File: src/rtl/multicycle_ctrl_pkg.sv
// Shared definitions for the multicycle control unit: opcodes, ALU operation
// codes (also used by the ALU) and the controller state encoding.
package multicycle_ctrl_pkg;

  typedef enum logic [2:0] {
    S_IF  = 3'b000,
    S_ID  = 3'b001,
    S_EX  = 3'b010,
    S_MEM = 3'b011,
    S_WB  = 3'b100
  } state_e;

  localparam logic [6:0] OP_R   = 7'b0110011;
  localparam logic [6:0] OP_I   = 7'b0010011;
  localparam logic [6:0] OP_LW  = 7'b0000011;
  localparam logic [6:0] OP_SW  = 7'b0100011;
  localparam logic [6:0] OP_BEQ = 7'b1100011;

  localparam logic [3:0] ALU_AND  = 4'b0000;
  localparam logic [3:0] ALU_OR   = 4'b0001;
  localparam logic [3:0] ALU_ADD  = 4'b0010;
  localparam logic [3:0] ALU_SUB  = 4'b0110;
  localparam logic [3:0] ALU_SLT  = 4'b0111;
  localparam logic [3:0] ALU_SRL  = 4'b1000;
  localparam logic [3:0] ALU_SLL  = 4'b1001;
  localparam logic [3:0] ALU_SRA  = 4'b1010;
  localparam logic [3:0] ALU_SLTU = 4'b1011;
  localparam logic [3:0] ALU_XOR  = 4'b1101;

  typedef struct packed {
    logic is_r;
    logic is_i;
    logic is_lw;
    logic is_sw;
    logic is_beq;
  } op_class_t;

  // Anything not matched here leaves every flag clear and behaves as a NOP.
  function automatic op_class_t classify(logic [6:0] opcode);
    op_class_t c;
    c.is_r   = (opcode == OP_R);
    c.is_i   = (opcode == OP_I);
    c.is_lw  = (opcode == OP_LW);
    c.is_sw  = (opcode == OP_SW);
    c.is_beq = (opcode == OP_BEQ);
    return c;
  endfunction

endpackage

File: src/rtl/multicycle_ctrl_if.sv
// Control bundle between the multicycle controller and its datapath/memory.
interface multicycle_ctrl_if;
  // No valid/ready handshake: every strobe is qualified by the controller
  // state, and instr must stay stable from IF until the edge that ends WB.
  logic [31:0] instr;
  logic        Zero;
  logic [3:0]  ALUCtrl;
  logic        ALUSrc;
  logic        MemToReg;
  logic        RegWrite;
  logic        MemRead;
  logic        MemWrite;
  logic        PCSrc;
  logic        loadPC;

  modport master (
    input  instr, Zero,
    output ALUCtrl, ALUSrc, MemToReg, RegWrite, MemRead, MemWrite, PCSrc, loadPC
  );

  modport slave (
    output instr, Zero,
    input  ALUCtrl, ALUSrc, MemToReg, RegWrite, MemRead, MemWrite, PCSrc, loadPC
  );
endinterface

File: src/rtl/multicycle_ctrl_alu_decoder.sv
// Combinational ALU operation decode from opcode, funct3 and funct7[5].
module alu_decoder
  import multicycle_ctrl_pkg::*;
(
  input  logic [6:0] opcode,
  input  logic [2:0] funct3,
  input  logic       funct7_5,
  output logic [3:0] alu_ctrl
);

  logic [3:0] f3_op;

  always_comb begin
    f3_op = ALU_ADD;
    case (funct3)
      3'b000: f3_op = ALU_ADD;
      3'b001: f3_op = ALU_SLL;
      3'b010: f3_op = ALU_SLT;
      3'b011: f3_op = ALU_SLTU;
      3'b100: f3_op = ALU_XOR;
      3'b101: f3_op = funct7_5 ? ALU_SRA : ALU_SRL;
      3'b110: f3_op = ALU_OR;
      3'b111: f3_op = ALU_AND;
      default: f3_op = ALU_ADD;
    endcase
  end

  // Immediate forms have no SUB: funct7[5] only selects SRAI over SRLI.
  always_comb begin
    alu_ctrl = ALU_ADD;
    case (opcode)
      OP_R:    alu_ctrl = (funct3 == 3'b000 && funct7_5) ? ALU_SUB : f3_op;
      OP_I:    alu_ctrl = f3_op;
      OP_LW:   alu_ctrl = ALU_ADD;
      OP_SW:   alu_ctrl = ALU_ADD;
      OP_BEQ:  alu_ctrl = ALU_SUB;
      default: alu_ctrl = ALU_ADD;
    endcase
  end

endmodule

File: src/rtl/multicycle_ctrl.sv
// Five-state multicycle controller (IF, ID, EX, MEM, WB) for the RV32I subset.
// Strobes are decoded from the registered state and the current instruction.
module multicycle_ctrl
  import multicycle_ctrl_pkg::*;
(
  input  logic               clk,
  input  logic               rst,
  multicycle_ctrl_if.master  bus,
  output logic [2:0]         state_dbg
);

  state_e    state_q, state_d;
  op_class_t cls;
  logic      in_mem, in_wb;

  always_comb begin
    state_d = S_IF;
    case (state_q)
      S_IF:    state_d = S_ID;
      S_ID:    state_d = S_EX;
      S_EX:    state_d = S_MEM;
      S_MEM:   state_d = S_WB;
      S_WB:    state_d = S_IF;
      default: state_d = S_IF;
    endcase
  end

  // Reset lands in IF, whose strobes are all zero, so an asserted reset
  // kills any memory or register write in the same cycle.
  always_ff @(posedge clk or negedge rst) begin
    if (!rst) state_q <= S_IF;
    else      state_q <= state_d;
  end

  assign state_dbg = state_q;
  assign cls       = classify(bus.instr[6:0]);
  assign in_mem    = (state_q == S_MEM);
  assign in_wb     = (state_q == S_WB);

  alu_decoder u_alu_decoder (
    .opcode   (bus.instr[6:0]),
    .funct3   (bus.instr[14:12]),
    .funct7_5 (bus.instr[30]),
    .alu_ctrl (bus.ALUCtrl)
  );

  assign bus.ALUSrc   = cls.is_i | cls.is_lw | cls.is_sw;
  assign bus.MemToReg = cls.is_lw;
  assign bus.MemRead  = in_mem & cls.is_lw;
  assign bus.MemWrite = in_mem & cls.is_sw;
  assign bus.RegWrite = in_wb & (cls.is_r | cls.is_i | cls.is_lw);
  assign bus.PCSrc    = in_wb & cls.is_beq & bus.Zero;
  assign bus.loadPC   = in_wb;

endmodule

File: src/flat_wrapper.sv
// flat-port wrapper written by rule: the top's interface ports become plain ports
module multicycle_ctrl_flat import multicycle_ctrl_pkg::*;
  (clk, rst, state_dbg, bus_instr, bus_Zero, bus_ALUCtrl, bus_ALUSrc, bus_MemToReg, bus_RegWrite, bus_MemRead, bus_MemWrite, bus_PCSrc, bus_loadPC);
  multicycle_ctrl_if bus_i ();
  input  logic clk;
  input  logic rst;
  output logic [2:0] state_dbg;
  input wire logic [$bits(bus_i.instr)-1:0] bus_instr;
  input wire logic [$bits(bus_i.Zero)-1:0] bus_Zero;
  output wire logic [$bits(bus_i.ALUCtrl)-1:0] bus_ALUCtrl;
  output wire logic [$bits(bus_i.ALUSrc)-1:0] bus_ALUSrc;
  output wire logic [$bits(bus_i.MemToReg)-1:0] bus_MemToReg;
  output wire logic [$bits(bus_i.RegWrite)-1:0] bus_RegWrite;
  output wire logic [$bits(bus_i.MemRead)-1:0] bus_MemRead;
  output wire logic [$bits(bus_i.MemWrite)-1:0] bus_MemWrite;
  output wire logic [$bits(bus_i.PCSrc)-1:0] bus_PCSrc;
  output wire logic [$bits(bus_i.loadPC)-1:0] bus_loadPC;
  assign bus_i.instr = bus_instr;
  assign bus_i.Zero = bus_Zero;
  assign bus_ALUCtrl = bus_i.ALUCtrl;
  assign bus_ALUSrc = bus_i.ALUSrc;
  assign bus_MemToReg = bus_i.MemToReg;
  assign bus_RegWrite = bus_i.RegWrite;
  assign bus_MemRead = bus_i.MemRead;
  assign bus_MemWrite = bus_i.MemWrite;
  assign bus_PCSrc = bus_i.PCSrc;
  assign bus_loadPC = bus_i.loadPC;
  multicycle_ctrl u_core (.clk(clk), .rst(rst), .bus(bus_i), .state_dbg(state_dbg));
endmodule
File: config.mk
export PLATFORM = sky130hd
export DESIGN_NAME = multicycle_ctrl_flat
export DESIGN_NICKNAME = d
export VERILOG_FILES = /design/src/rtl/multicycle_ctrl_pkg.sv /design/src/rtl/multicycle_ctrl_if.sv /design/src/rtl/multicycle_ctrl_alu_decoder.sv /design/src/rtl/multicycle_ctrl.sv /design/src/flat_wrapper.sv
export SDC_FILE = /design/constraint.sdc
export NUM_CORES = 1
export LEC_CHECK = 0
export BUFFER_PORTS_ARGS = -buffer_cell sky130_fd_sc_hd__buf_4
export CORE_AREA = 3 3 40 42
export CTS_CLUSTER_SIZE = 8
export DETAILED_ROUTE_END_ITERATION = 16
export DIE_AREA = 0 0 43 45
export GPL_TIMING_DRIVEN = 0
export HOLD_SLACK_MARGIN = 0.12
export PLACE_DENSITY_LB_ADDON = 0.15
export SETUP_SLACK_MARGIN = 0.4
export SYNTH_ARGS = -nofsm -noshare
export SYNTH_HDL_FRONTEND = slang
export SYNTH_SLANG_ARGS = --single-unit
File: constraint.sdc
create_clock -name clk -period 2.9 [get_ports clk]
set_input_delay 0.29 -clock clk [delete_from_list [all_inputs] [get_ports clk]]
set_output_delay 0.29 -clock clk [all_outputs]
set_load 0.01 [all_outputs]
### Word-level counts from Yosys, hierarchy flattened

Index checks and enable logic that the tools add are counted.

* bits in registers: 3
* word-level logic and storage cells: 34

* eq/ne operators: 16
* mux-type cells: 5
* bitwise logic cells: 9
* reductions and logical operators: 3

Operators with widths (count)
* $pmux 4 s8: 1
* $eq 3x3->1 const B: 5
* $eq 7x6->1 const B: 2
* $eq 3x2->1 const B: 4
* $pmux 3 s4: 1
* $pmux 4 s3: 1
* $eq 7x2->1 const B: 1
* $eq 7x5->1 const B: 1
* $eq 7x7->1 const B: 1
* $eq 3x1->1 const B: 2
* $logic_not 3->1: 2
* $and 1x1->1: 5
* $mux 4: 1
* $or 1x1->1: 4
* $mux 2: 1
* $logic_and 1x1->1: 1

### Longest topological paths before layout

* depth after elaboration: 4
* depth in mapped cells: 4
* depth with buffers taken out: 3

### Hierarchy

Synthesis repeated with hierarchy kept, for this count alone.

* cell total of the unflattened synthesis: 37
* area, all modules: 306.5 µm²

Modules (own cells, without submodules)
* multicycle_ctrl: times used 1, cells an instance 20, area an instance 195.2 µm²
* alu_decoder: times used 1, cells an instance 17, area an instance 111.4 µm²

### Worst setup path before layout

Ideal clock, no wire load.

* path kind: input-to-output
* start point: input bus_instr[2]
* end point: output bus_ALUCtrl[0]
* data arrival time: 1.416 ns
* required time: 2.610 ns
* slack: 1.194 ns
* stages: 4
* buffers on the path: 1
* path through: nand4bb_1 -> or2_1 -> buf_6 -> a2111oi_1

* longest elaborated chain between the ends: 2
* elaborated cells on any way between the ends: 4

RTL lines
* start, declared: RTL line flat_wrapper.sv:8 `input wire logic [$bits(bus_i.instr)-1:0] bus_instr;`
* $eq 7x7->1 (tied with other cells): RTL line multicycle_ctrl_alu_decoder.sv:31 `case (opcode)`
* $pmux 4 s3 *: RTL line multicycle_ctrl_alu_decoder.sv:31
* end, declared: RTL line flat_wrapper.sv:10 `output wire logic [$bits(bus_i.ALUCtrl)-1:0] bus_ALUCtrl;`

Every way passes the cells marked *; elsewhere a longest branch is shown, timed or not.

### Worst setup path after layout

* start point: input bus_instr[2]
* end point: output bus_ALUCtrl[1]

The elaborated chain is that of the path after synthesis.

==> flow_metrics.py <==
metrics = {
    "synthesis": {
        "avgSynthCellArea_um2": 7.97,
        "synth_edf_count": 0,
        "syn_area_um2": 279,
        "ys_seq_area_share_pct": 26.9,
        "ys_ff_latch": 3,
        "synthCells": 35,
        "synth.area.top_cells": "dfrtp_1 (27%), nor3_1 (9.0%), nor2_1 (6.7%)",
        "synthTopCellsByCount": "nor2_1 (5), nor3_1 (5), dfrtp_1 (3), inv_1 (3)",
        "yosysTopAreaCell": "dfrtp_1",
        "async_flop_share_pct": 100,
        "synth_ff_type": "dfrtp_1",
        "synth_top_area_share_pct": 26.9,
        "yosys_warnings": 0,
        "syn_nets": 70,
        "synthDistinctLibCells": 20,
    },
    "floorplanning": {
        "core_area_um2": 1280,
        "rows": 13,
        "die_h_um": 45,
        "initial_utilization_pct": 21.7,
        "ioPinCount": 49,
        "chipWidth_um": 43,
        "die_area_um2": 1940,
    },
    "cells_and_area": {
        "antennaDiodeCount": 0,
        "final-instance-count-excl-fill": 82,
        "area.growth.synth_to_final_pct": 92.4,
        "seqCellArea_um2": 75.1,
        "drive_gt1_share_pct": 47.8,
        "fill_cells": 139,
        "largest_reg_flops": 3,
        "fin_nets": 103,
        "multiInputGateArea_um2": 181,
    },
    "clocking": {
        "numCtsBuffers": 3,
        "clock-root-buffer": "clkbuf_4",
        "clkTransAtPathRegs_ns": 0.04,
        "insertion_delay_ns": 0.24,
        "cts_max_path_buffers": 2,
        "cts.sinks": 3,
        "cts_tree": "yes",
        "cts_max_level": 1,
    },
    "timing": {
        "fmax_mhz": 519,
        "finalCriticalPeriod_ns": 1.93,
        "drv_slew": 0,
        "final-setup-viol-count": 0,
        "rsz0062_at_grt": "no",
        "worst_slew_pin_slew_ns": 0.323,
        "fin_hold_ws_ns": 0.383,
        "worst_clock_skew_ns": 0.00906,
        "fin_tns_setup_ns": 0,
        "period_share_pct": 66.5,
        "timing.slew.headroom_pct": 78.2,
        "final_hold_viol_count": 0,
    },
    "worst_setup_path": {
        "r2r_start": "u_core.state_dbg[0]$_DFF_PN0_",
        "cp-startpoint": "bus_instr[2]",
        "critical_path_arrival_ns": 1.64,
        "crit_type": "in -> out",
        "worstPathMaxFanout": 8,
        "r2r_cells": 2,
        "rr_endpoint": "u_core.state_dbg[1]$_DFF_PN0_",
        "start_kind": "primary input",
        "crit_required_ns": 2.61,
        "crit_path_end_kind": "output pin",
        "regToRegSetupSlack_ns": 2.16,
    },
    "flow_run": {
        "max_cap_viol_count": 0,
    },
    "global_route": {
        "first_global_vias": 387,
        "grt_start_max_net_pins": 9,
        "grt_pass1_wl_mm": 1.57,
        "grt_overflow": 0,
        "antenna_found_initial": 0,
        "track_usage_pct": 11.1,
    },
    "place": {
        "place_congestion": 0.737,
        "dp_hpwl_um": 694,
        "dp.cells": 77,
        "numPortBuffers": 27,
    },
    "power": {
        "peakVddDrop_uv": 282,
        "leakagePower_nw": 0.254,
        "power.density_nw_per_um2": 274,
    },
    "route": {
        "wl_per_cell_um": 11.2,
        "wl_um": 920,
        "drtIter0Drc": 2,
        "firstDrtPassIters": 4,
        "vias_per_cell": 4.52,
        "ant_nets": 0,
        "drc": 0,
        "via_count": 371,
    },
    "outcome": {
        "status": "completed",
    },
    "worst_hold_path": {
        "hp-class": "in -> async",
    },
}
kinds of logic (layout without fill, tap and decap cells):
logic type	after synthesis	count (layout)	synth area share [%]
mux	1	1	3.59
xor+xnor	1	1	3.14
compound gates	6	6	16.1
buf+inv	4	36	8.07
simple gates	20	20	42.2
flops	3	3	26.9
power by group:
group | switching, mW | leakage [nW] | internal [mW]
Sequential | 0 | 0.0372 | 0.0421
Clock | 0.0222 | 0.0150 | 0.0516
Combinational | 0.0130 | 0.202 | 0.0182
stage by stage:
step                total power, mW  worst slack, ns  instance area [µm²]  util (%)
CTS                           0.152            0.961                  537      41.8
detailed placement           0.0729            0.962                  500      38.9
global placement             0.0728            0.953                  500      38.9
floorplan                    0.0515             1.19                  279         -
finish                        0.147            0.972                  537      41.8
global route                  0.158            0.914                  537      41.8
placed cells by master (no fill, tap or decap), types with 2 or more instances in the layout:
| cell type | n |
|---|---|
| a21oi_1 | 2 |
| clkbuf_4 | 3 |
| buf_4 | 27 |
| nor4b_1 | 2 |
| dfrtp_1 | 3 |
| nand2_1 | 2 |
| inv_1 | 3 |
| nor2_1 | 5 |
| nor3_1 | 5 |
per-layer routing:
metal  global-route usage [%]  vias to the layer above  wire, µm
li1                         -                      199         -
met1                     12.8                      155       389
met2                     16.8                       17       436
met3                     4.78                        0        94
met4                     7.23                        0         0
met5                        0                        -         0
critical path: stages:
cell and delay, ns:
buf_4 0.10, nand4bb_1 0.21, or2_1 0.24, buf_6 0.14, or4_4 0.49, buf_4 0.15
what timing repair did:
item / CTS / global route
resized for setup: 0 / 0
setup endpoints to repair: 0 / 0
setup buffers: 0 / 0
hold buffers: 1 / 0
hold endpoints to repair: 3 / 0
cell type report:
type | count | share of cell area [%]
clock buffer | 4 | 4.90
buffer | 1 | 2.10
inverter | 3 | 2.10
tap | 15 | 3.50
timing repair buffer | 28 | 39.6
sequential | 3 | 14.0
multi-input combinational | 28 | 33.8
how the worst max path moves through the flow:
stage	slack, ns	endpoint	depth (start not counted)
6_report	0.97	bus_ALUCtrl[1]	6
4_1_cts	0.96	bus_ALUCtrl[1]	6
3_3_place_gp	0.95	bus_ALUCtrl[1]	6
3_5_place_dp	0.96	bus_ALUCtrl[1]	6
2_1_floorplan	1.19	bus_ALUCtrl[0]	4
5_1_grt	0.91	bus_ALUCtrl[1]	6
Note: power is estimated with default switching activity, not from simulation.
